$ cat src/rtl/lcd_sequencer_if.sv
// Signal bundle between lcd_sequencer and its script ROM, frame buffer and LCD pins.
interface lcd_sequencer_if #(
  parameter int SIZE  = 4,
  parameter int ADDRW = 4
);
  logic [10:0]       i_comm;
  logic [SIZE*8-1:0] i_data;
  logic              i_start;
  logic [ADDRW-1:0]  o_addr;
  logic              o_RS;
  logic              o_RW;
  logic [7:0]        o_DB;
  logic              o_E;
  logic              o_busy;
  logic              o_frame;

  modport master (
    input  i_comm, i_data, i_start,
    output o_addr, o_RS, o_RW, o_DB, o_E, o_busy, o_frame
  );

  modport slave (
    output i_comm, i_data, i_start,
    input  o_addr, o_RS, o_RW, o_DB, o_E, o_busy, o_frame
  );
endinterface

$ cat src/rtl/lcd_sequencer.sv
// HD44780-style LCD script sequencer with frame-buffer character substitution.
// Define LCD_NIBBLE_MODE_EN for a 4-bit bus (two E pulses per op on o_DB[7:4]).
module lcd_sequencer #(
  parameter int SIZE      = 4,
  parameter int ADDRW     = 4,
  parameter int SETUP_CYC = 1,
  parameter int PULSE_CYC = 2,
  parameter int HOLD_CYC  = 1,
  parameter int WAIT_CYC  = 4,
  parameter int LONG_CYC  = 16
) (
  input  logic            i_clk,
  input  logic            i_rst_n,
  lcd_sequencer_if.master bus
);
  localparam int MAX_A   = (SETUP_CYC > PULSE_CYC) ? SETUP_CYC : PULSE_CYC;
  localparam int MAX_B   = (HOLD_CYC > WAIT_CYC) ? HOLD_CYC : WAIT_CYC;
  localparam int MAX_C   = (MAX_A > MAX_B) ? MAX_A : MAX_B;
  localparam int MAX_CYC = (MAX_C > LONG_CYC) ? MAX_C : LONG_CYC;
  localparam int CNTW    = $clog2(MAX_CYC) + 1;

  localparam logic [CNTW-1:0] SETUP_LD = CNTW'(SETUP_CYC - 1);
  localparam logic [CNTW-1:0] PULSE_LD = CNTW'(PULSE_CYC - 1);
  localparam logic [CNTW-1:0] HOLD_LD  = CNTW'(HOLD_CYC - 1);
  localparam logic [CNTW-1:0] WAIT_LD  = CNTW'(WAIT_CYC - 1);
  localparam logic [CNTW-1:0] LONG_LD  = CNTW'(LONG_CYC - 1);

  localparam logic [1:0] OP_INSTR = 2'b00;
  localparam logic [1:0] OP_FB    = 2'b10;
  localparam logic [1:0] OP_LOOP  = 2'b11;

  typedef enum logic [2:0] {
    IDLE, FETCH, DECODE, SETUP, PULSE, HOLD, SETTLE
  } state_t;

  state_t            state_q, state_d;
  logic [CNTW-1:0]   cnt_q, cnt_d;
  logic [ADDRW-1:0]  addr_q, addr_d;
  logic              rs_q, rs_d;
  logic [7:0]        db_q, db_d;
  logic              e_q, e_d;
  logic              busy_q, busy_d;
  logic              frame_q, frame_d;
  logic              long_q, long_d;
  logic [SIZE*8-1:0] snap_q, snap_d;
`ifdef LCD_NIBBLE_MODE_EN
  logic              nib_q, nib_d;
  logic [7:0]        byte_q, byte_d;
`endif

  logic [1:0] op;
  logic [7:0] fb_chr;
  logic [7:0] op_chr;
  logic [7:0] snap_chars [SIZE];

  for (genvar gi = 0; gi < SIZE; gi++) begin : g_char
    assign snap_chars[gi] = snap_q[8*gi +: 8];
  end

  always_comb begin
    state_d = state_q;
    cnt_d   = cnt_q;
    addr_d  = addr_q;
    rs_d    = rs_q;
    db_d    = db_q;
    e_d     = e_q;
    busy_d  = busy_q;
    frame_d = 1'b0;
    long_d  = long_q;
    snap_d  = snap_q;
`ifdef LCD_NIBBLE_MODE_EN
    nib_d   = nib_q;
    byte_d  = byte_q;
`endif
    op      = bus.i_comm[10:9];
    // Operands past the end of the frame buffer render as a blank.
    fb_chr  = 8'h20;
    for (int k = 0; k < SIZE; k++) begin
      if (bus.i_comm[7:0] == 8'(k)) fb_chr = snap_chars[k];
    end
    op_chr  = (op == OP_FB) ? fb_chr : bus.i_comm[7:0];

    case (state_q)
      IDLE: begin
        if (bus.i_start) begin
          addr_d  = '0;
          snap_d  = bus.i_data;
          busy_d  = 1'b1;
          state_d = FETCH;
        end
      end
      FETCH: state_d = DECODE;
      DECODE: begin
        if (op == OP_LOOP) begin
          addr_d  = ADDRW'(bus.i_comm[7:0]);
          snap_d  = bus.i_data;
          frame_d = 1'b1;
          state_d = FETCH;
        end else begin
          rs_d    = (op != OP_INSTR);
          long_d  = bus.i_comm[8];
          cnt_d   = SETUP_LD;
          state_d = SETUP;
`ifdef LCD_NIBBLE_MODE_EN
          nib_d   = 1'b0;
          byte_d  = op_chr;
          db_d    = {op_chr[7:4], 4'h0};
`else
          db_d    = op_chr;
`endif
        end
      end
      SETUP: begin
        if (cnt_q == '0) begin
          e_d     = 1'b1;
          cnt_d   = PULSE_LD;
          state_d = PULSE;
        end else begin
          cnt_d = cnt_q - 1'b1;
        end
      end
      PULSE: begin
        if (cnt_q == '0) begin
          e_d     = 1'b0;
          cnt_d   = HOLD_LD;
          state_d = HOLD;
        end else begin
          cnt_d = cnt_q - 1'b1;
        end
      end
      HOLD: begin
        if (cnt_q == '0) begin
          cnt_d   = long_q ? LONG_LD : WAIT_LD;
          state_d = SETTLE;
`ifdef LCD_NIBBLE_MODE_EN
          // Low nibble gets its own full bus cycle before settling.
          if (!nib_q) begin
            nib_d   = 1'b1;
            db_d    = {byte_q[3:0], 4'h0};
            cnt_d   = SETUP_LD;
            state_d = SETUP;
          end
`endif
        end else begin
          cnt_d = cnt_q - 1'b1;
        end
      end
      SETTLE: begin
        if (cnt_q == '0) begin
          addr_d  = addr_q + 1'b1;
          state_d = FETCH;
        end else begin
          cnt_d = cnt_q - 1'b1;
        end
      end
      default: state_d = IDLE;
    endcase
  end

  always_ff @(posedge i_clk or negedge i_rst_n) begin
    if (!i_rst_n) begin
      state_q <= IDLE;
      cnt_q   <= '0;
      addr_q  <= '0;
      rs_q    <= 1'b0;
      db_q    <= '0;
      e_q     <= 1'b0;
      busy_q  <= 1'b0;
      frame_q <= 1'b0;
      long_q  <= 1'b0;
      snap_q  <= '0;
`ifdef LCD_NIBBLE_MODE_EN
      nib_q   <= 1'b0;
      byte_q  <= '0;
`endif
    end else begin
      state_q <= state_d;
      cnt_q   <= cnt_d;
      addr_q  <= addr_d;
      rs_q    <= rs_d;
      db_q    <= db_d;
      e_q     <= e_d;
      busy_q  <= busy_d;
      frame_q <= frame_d;
      long_q  <= long_d;
      snap_q  <= snap_d;
`ifdef LCD_NIBBLE_MODE_EN
      nib_q   <= nib_d;
      byte_q  <= byte_d;
`endif
    end
  end

  assign bus.o_addr  = addr_q;
  assign bus.o_RS    = rs_q;
  assign bus.o_RW    = 1'b0;
  assign bus.o_DB    = db_q;
  assign bus.o_E     = e_q;
  assign bus.o_busy  = busy_q;
  assign bus.o_frame = frame_q;
endmodule
$ cat src/flat_wrapper.sv
// flat-port wrapper written by rule: the top's interface ports become plain ports
module lcd_sequencer_flat 
#(
  parameter int SIZE      = 4,
  parameter int ADDRW     = 4,
  parameter int SETUP_CYC = 1,
  parameter int PULSE_CYC = 2,
  parameter int HOLD_CYC  = 1,
  parameter int WAIT_CYC  = 4,
  parameter int LONG_CYC  = 16
)
  (i_clk, i_rst_n, bus_i_comm, bus_i_data, bus_i_start, bus_o_addr, bus_o_RS, bus_o_RW, bus_o_DB, bus_o_E, bus_o_busy, bus_o_frame);
  lcd_sequencer_if #(.SIZE(SIZE), .ADDRW(ADDRW)) bus_i ();
  input  logic i_clk;
  input  logic i_rst_n;
  input wire logic [$bits(bus_i.i_comm)-1:0] bus_i_comm;
  input wire logic [$bits(bus_i.i_data)-1:0] bus_i_data;
  input wire logic [$bits(bus_i.i_start)-1:0] bus_i_start;
  output wire logic [$bits(bus_i.o_addr)-1:0] bus_o_addr;
  output wire logic [$bits(bus_i.o_RS)-1:0] bus_o_RS;
  output wire logic [$bits(bus_i.o_RW)-1:0] bus_o_RW;
  output wire logic [$bits(bus_i.o_DB)-1:0] bus_o_DB;
  output wire logic [$bits(bus_i.o_E)-1:0] bus_o_E;
  output wire logic [$bits(bus_i.o_busy)-1:0] bus_o_busy;
  output wire logic [$bits(bus_i.o_frame)-1:0] bus_o_frame;
  assign bus_i.i_comm = bus_i_comm;
  assign bus_i.i_data = bus_i_data;
  assign bus_i.i_start = bus_i_start;
  assign bus_o_addr = bus_i.o_addr;
  assign bus_o_RS = bus_i.o_RS;
  assign bus_o_RW = bus_i.o_RW;
  assign bus_o_DB = bus_i.o_DB;
  assign bus_o_E = bus_i.o_E;
  assign bus_o_busy = bus_i.o_busy;
  assign bus_o_frame = bus_i.o_frame;
  lcd_sequencer #(.SIZE(SIZE), .ADDRW(ADDRW), .SETUP_CYC(SETUP_CYC), .PULSE_CYC(PULSE_CYC), .HOLD_CYC(HOLD_CYC), .WAIT_CYC(WAIT_CYC), .LONG_CYC(LONG_CYC)) u_core (.i_clk(i_clk), .i_rst_n(i_rst_n), .bus(bus_i));
endmodule
$ cat config.mk
export PLATFORM = sky130hd
export DESIGN_NAME = lcd_sequencer_flat
export DESIGN_NICKNAME = d
export VERILOG_FILES = /design/src/rtl/lcd_sequencer_if.sv /design/src/rtl/lcd_sequencer.sv /design/src/flat_wrapper.sv
export SDC_FILE = /design/constraint.sdc
export NUM_CORES = 1
export LEC_CHECK = 0
export CORE_MARGIN = 4
export CORE_UTILIZATION = 35
export DETAILED_ROUTE_END_ITERATION = 8
export PLACE_DENSITY = 0.68
export SYNTH_ARGS = -nofsm -noshare
export SYNTH_HDL_FRONTEND = slang
export SYNTH_SLANG_ARGS = --single-unit
export TNS_END_PERCENT = 30
$ cat constraint.sdc
create_clock -name i_clk -period 5.57 [get_ports i_clk]
set_input_delay 1.114 -clock i_clk [delete_from_list [all_inputs] [get_ports i_clk]]
set_output_delay 1.114 -clock i_clk [all_outputs]
set_load 0.05 [all_outputs]
==> impl_metrics.toml <==
[global_routing]
grt_pass1_vias = 2177
grt_pass1_wl_um = 11100
grt.overflow.total = 0
track_usage = 0.1459
antenna_found_initial = 0
grt_max_degree = 58

[setup_path]
ff2ff_path_depth = 5
path_cells = "clkdlybuf4s50_1, mux4_2, a221oi_1, nor2_1"
cp.buffers_inverters = 1
worst-setup-path-type = "input port to register"
path_depth = 4
cp_top_family = "buffers and inverters"
critPathMaxFanout = 10
cp_slowest_cell = "clkdlybuf4s50_1"
r2r_slack_ns = 3.14
cp.required_ns = 5.79
startpoint_type = "input port"
cp-end-kind = "register"
max_stage_delay_ns = 0.86
arrival_ns = 2.94

[die]
io_pins = 63
initial_core_util = 0.3654
fp.dieH_um = 98.52
num_rows = 32
die_w_um = 98.52
die-area_um2 = 9706
core_area_um2 = 7848

[route]
num_vias = 2088
viasPerCell = 5.220
drc = 0
avgRoutedWirePerCell_um = 17.01
ant_nets = 0
drt-pass1-iter-count = 4
dr.first_iter.drc_count = 120
drt_wl_total_um = 6803

[timing]
skew_ns = 0.008022
drv_slew = 0
max_slew_margin = 0.5155
fmax_mhz = 368.5
tns_ns = 0
rsz0062_at_grt = "no"
min_period_ns = 2.714
tightest_slew_ns = 0.7267
finalHoldViolCount = 0
timing.final.crit_share = 0.4872
setup_viol = 0

[placement]
io_buffers = 61
globalplace.congestion = 0.7983
place_hpwl_um = 4816
post-place-cells = 384

[synthesis]
synth.top_cells.by_count = "dfrtp_1, mux2_2, nor2_1"
ys_warn_count = 0
ys.flop_type = "dfrtp_1"
netlist_area_um2 = 2868
ys_seq_area_frac = 0.4974
synth.most_common_cell = "dfrtp_1"
avgSynthCellArea_um2 = 12.15
ys_ff_latch = 57
synthTopCellsByArea = "dfrtp_1, mux2_2, mux4_2"
synthDistinctLibCells = 47
syn_inst = 236
yosysTopAreaCell = "dfrtp_1"
synth_top_area_share = 0.4974
syn_nets = 284
synth-async-reset-ratio = 1.000
synth_edf_count = 0

[final_layout]
layout.nets = 341
areaGrowthSynthToFinish_pct = 29.45
fillers = 739
layout-drive-gt1-share = 0.2148
antenna_cells = 0
stdcell_count = 400

[power_and_ir_drop]
switching_power_mw = 0.8503
peakVddDrop_uv = 206.2
powerDensity_nw_per_um2 = 574.2
seqPwrFrac = 0.364
switching_share = 0.3989
totalPowerFinal_mw = 2.132
p_leak_nw = 1.481
p_comb_frac = 0.450
clkPwrFrac = 0.186
internal_power_mw = 1.281

[clocking]
cts_made_buffers = 9
insertion_delay_ns = 0.34
root_buffer = "clkbuf_8"
clk_path_buf_depth = 2
cts_sinks = 57
hold_buffers = 0
cts_resized = 0
clk_pin_slew_ns = 0.08
htreeDepth = 3
cts_tree = "yes"
cts_setup_buffers = 0

[hold_path]
worstHoldPathType = "register to register"
min_path_cells = 1

[status]
outcome = "completed"

[job]
max-cap-violations = 0
## placed cells by master (no fill, tap or decap), types with 3 or more instances in the layout
| cell | netlist | final |
|---|---|---|
| a21oi_1 | 4 | 4 |
| a221oi_1 | 8 | 8 |
| nand2b_1 | 3 | 3 |
| nand3_1 | 3 | 3 |
| nor4_1 | 4 | 4 |
| nor2b_1 | 3 | 3 |
| nor3_1 | 4 | 4 |
| dfrtp_1 | 57 | 57 |
| mux2_2 | 30 | 30 |
| clkinvlp_4 | 0 | 3 |
| a211oi_1 | 7 | 7 |
| o21ai_0 | 7 | 7 |
| nand2_1 | 13 | 13 |
| mux2_1 | 4 | 4 |
| a221o_1 | 3 | 3 |
| nor2_1 | 25 | 25 |
| clkdlybuf4s50_1 | 0 | 60 |
| mux4_2 | 8 | 8 |
| clkbuf_8 | 0 | 9 |
| inv_1 | 6 | 6 |
## power by group through the flow
| stage | clock [mW] | sequential, mW | combinational [mW] |
|---|---|---|---|
| 2_1_floorplan | 0 | 0.850 | 0.651 |
| 3_3_place_gp | 0 | 0.773 | 0.940 |
| 3_5_place_dp | 0 | 0.783 | 0.966 |
| 4_1_cts | 0.407 | 0.776 | 0.969 |
| 5_1_grt | 0.425 | 0.808 | 1.04 |
| 6_report | 0.397 | 0.776 | 0.959 |
## final cells by class
type	instances	area [um2]	share of cell area
Sequential cell	57	1426	0.3842
Timing Repair Buffer	63	620.6	0.1672
Clock inverter	7	78.83	0.02123
Clock buffer	9	123.9	0.03337
Tap cell	102	127.6	0.03438
Inverter	6	22.52	0.006067
Multi-Input combinational cell	156	1313	0.3536
## state kept, by name, summed over array words and instances, names as in the netlist
| signal | count |
|---|---|
| u_core.bus.o_RS | 1 |
| u_core.long_q | 1 |
| u_core.state_q | 3 |
| u_core.bus.o_addr | 4 |
| u_core.bus.o_busy | 1 |
| u_core.bus.o_frame | 1 |
| u_core.bus.o_DB | 8 |
| u_core.cnt_q | 5 |
| u_core.snap_q | 32 |
| u_core.bus.o_E | 1 |
## kinds of logic after synthesis
kind of cell	count (synthesis)	synth area share
other cells	1	0.001308
compound gates	44	0.1209
mux	44	0.2033
buf+inv	23	0.04494
fa+ha+maj	2	0.008725
simple gates	63	0.1174
xor+xnor	2	0.006109
flops	57	0.4974
## metrics by stage
step | setup WS [ns] | area [um2] | util | hold WS (ns)
finish | 2.856 | 3712 | 0.4731 | 0.4712
global route | 2.713 | 3712 | 0.4731 | 0.5104
CTS | 2.811 | 3712 | 0.4731 | 0.4742
detailed placement | 2.462 | 3510 | 0.4472 | 0.4582
global placement | 2.528 | 3510 | 0.4472 | 0.4553
floorplan | 3.252 | 2868 | - | 0.4460
## layer usage
| layer | wire length [um] | vias to the layer above | track usage |
|---|---|---|---|
| li1 | - | 988 | - |
| met1 | 3126 | 1032 | 0.1909 |
| met2 | 3210 | 55 | 0.2257 |
| met3 | 304 | 13 | 0.03609 |
| met4 | 161 | 0 | 0.07248 |
| met5 | 0 | - | 0 |
## final timing paths
check                                endpoint         startpoint
setup / recovery           u_core.bus.o_DB[7]      bus_i_comm[0]
hold / removal              u_core.bus.o_busy  u_core.bus.o_busy
setup reg to reg            u_core.snap_q[12]  u_core.state_q[2]
hold reg to reg             u_core.bus.o_busy  u_core.bus.o_busy
max in group asynchronous   u_core.snap_q[12]            i_rst_n
min in group asynchronous      u_core.bus.o_E            i_rst_n
No activity file was read; power rests on OpenSTA's default activity.
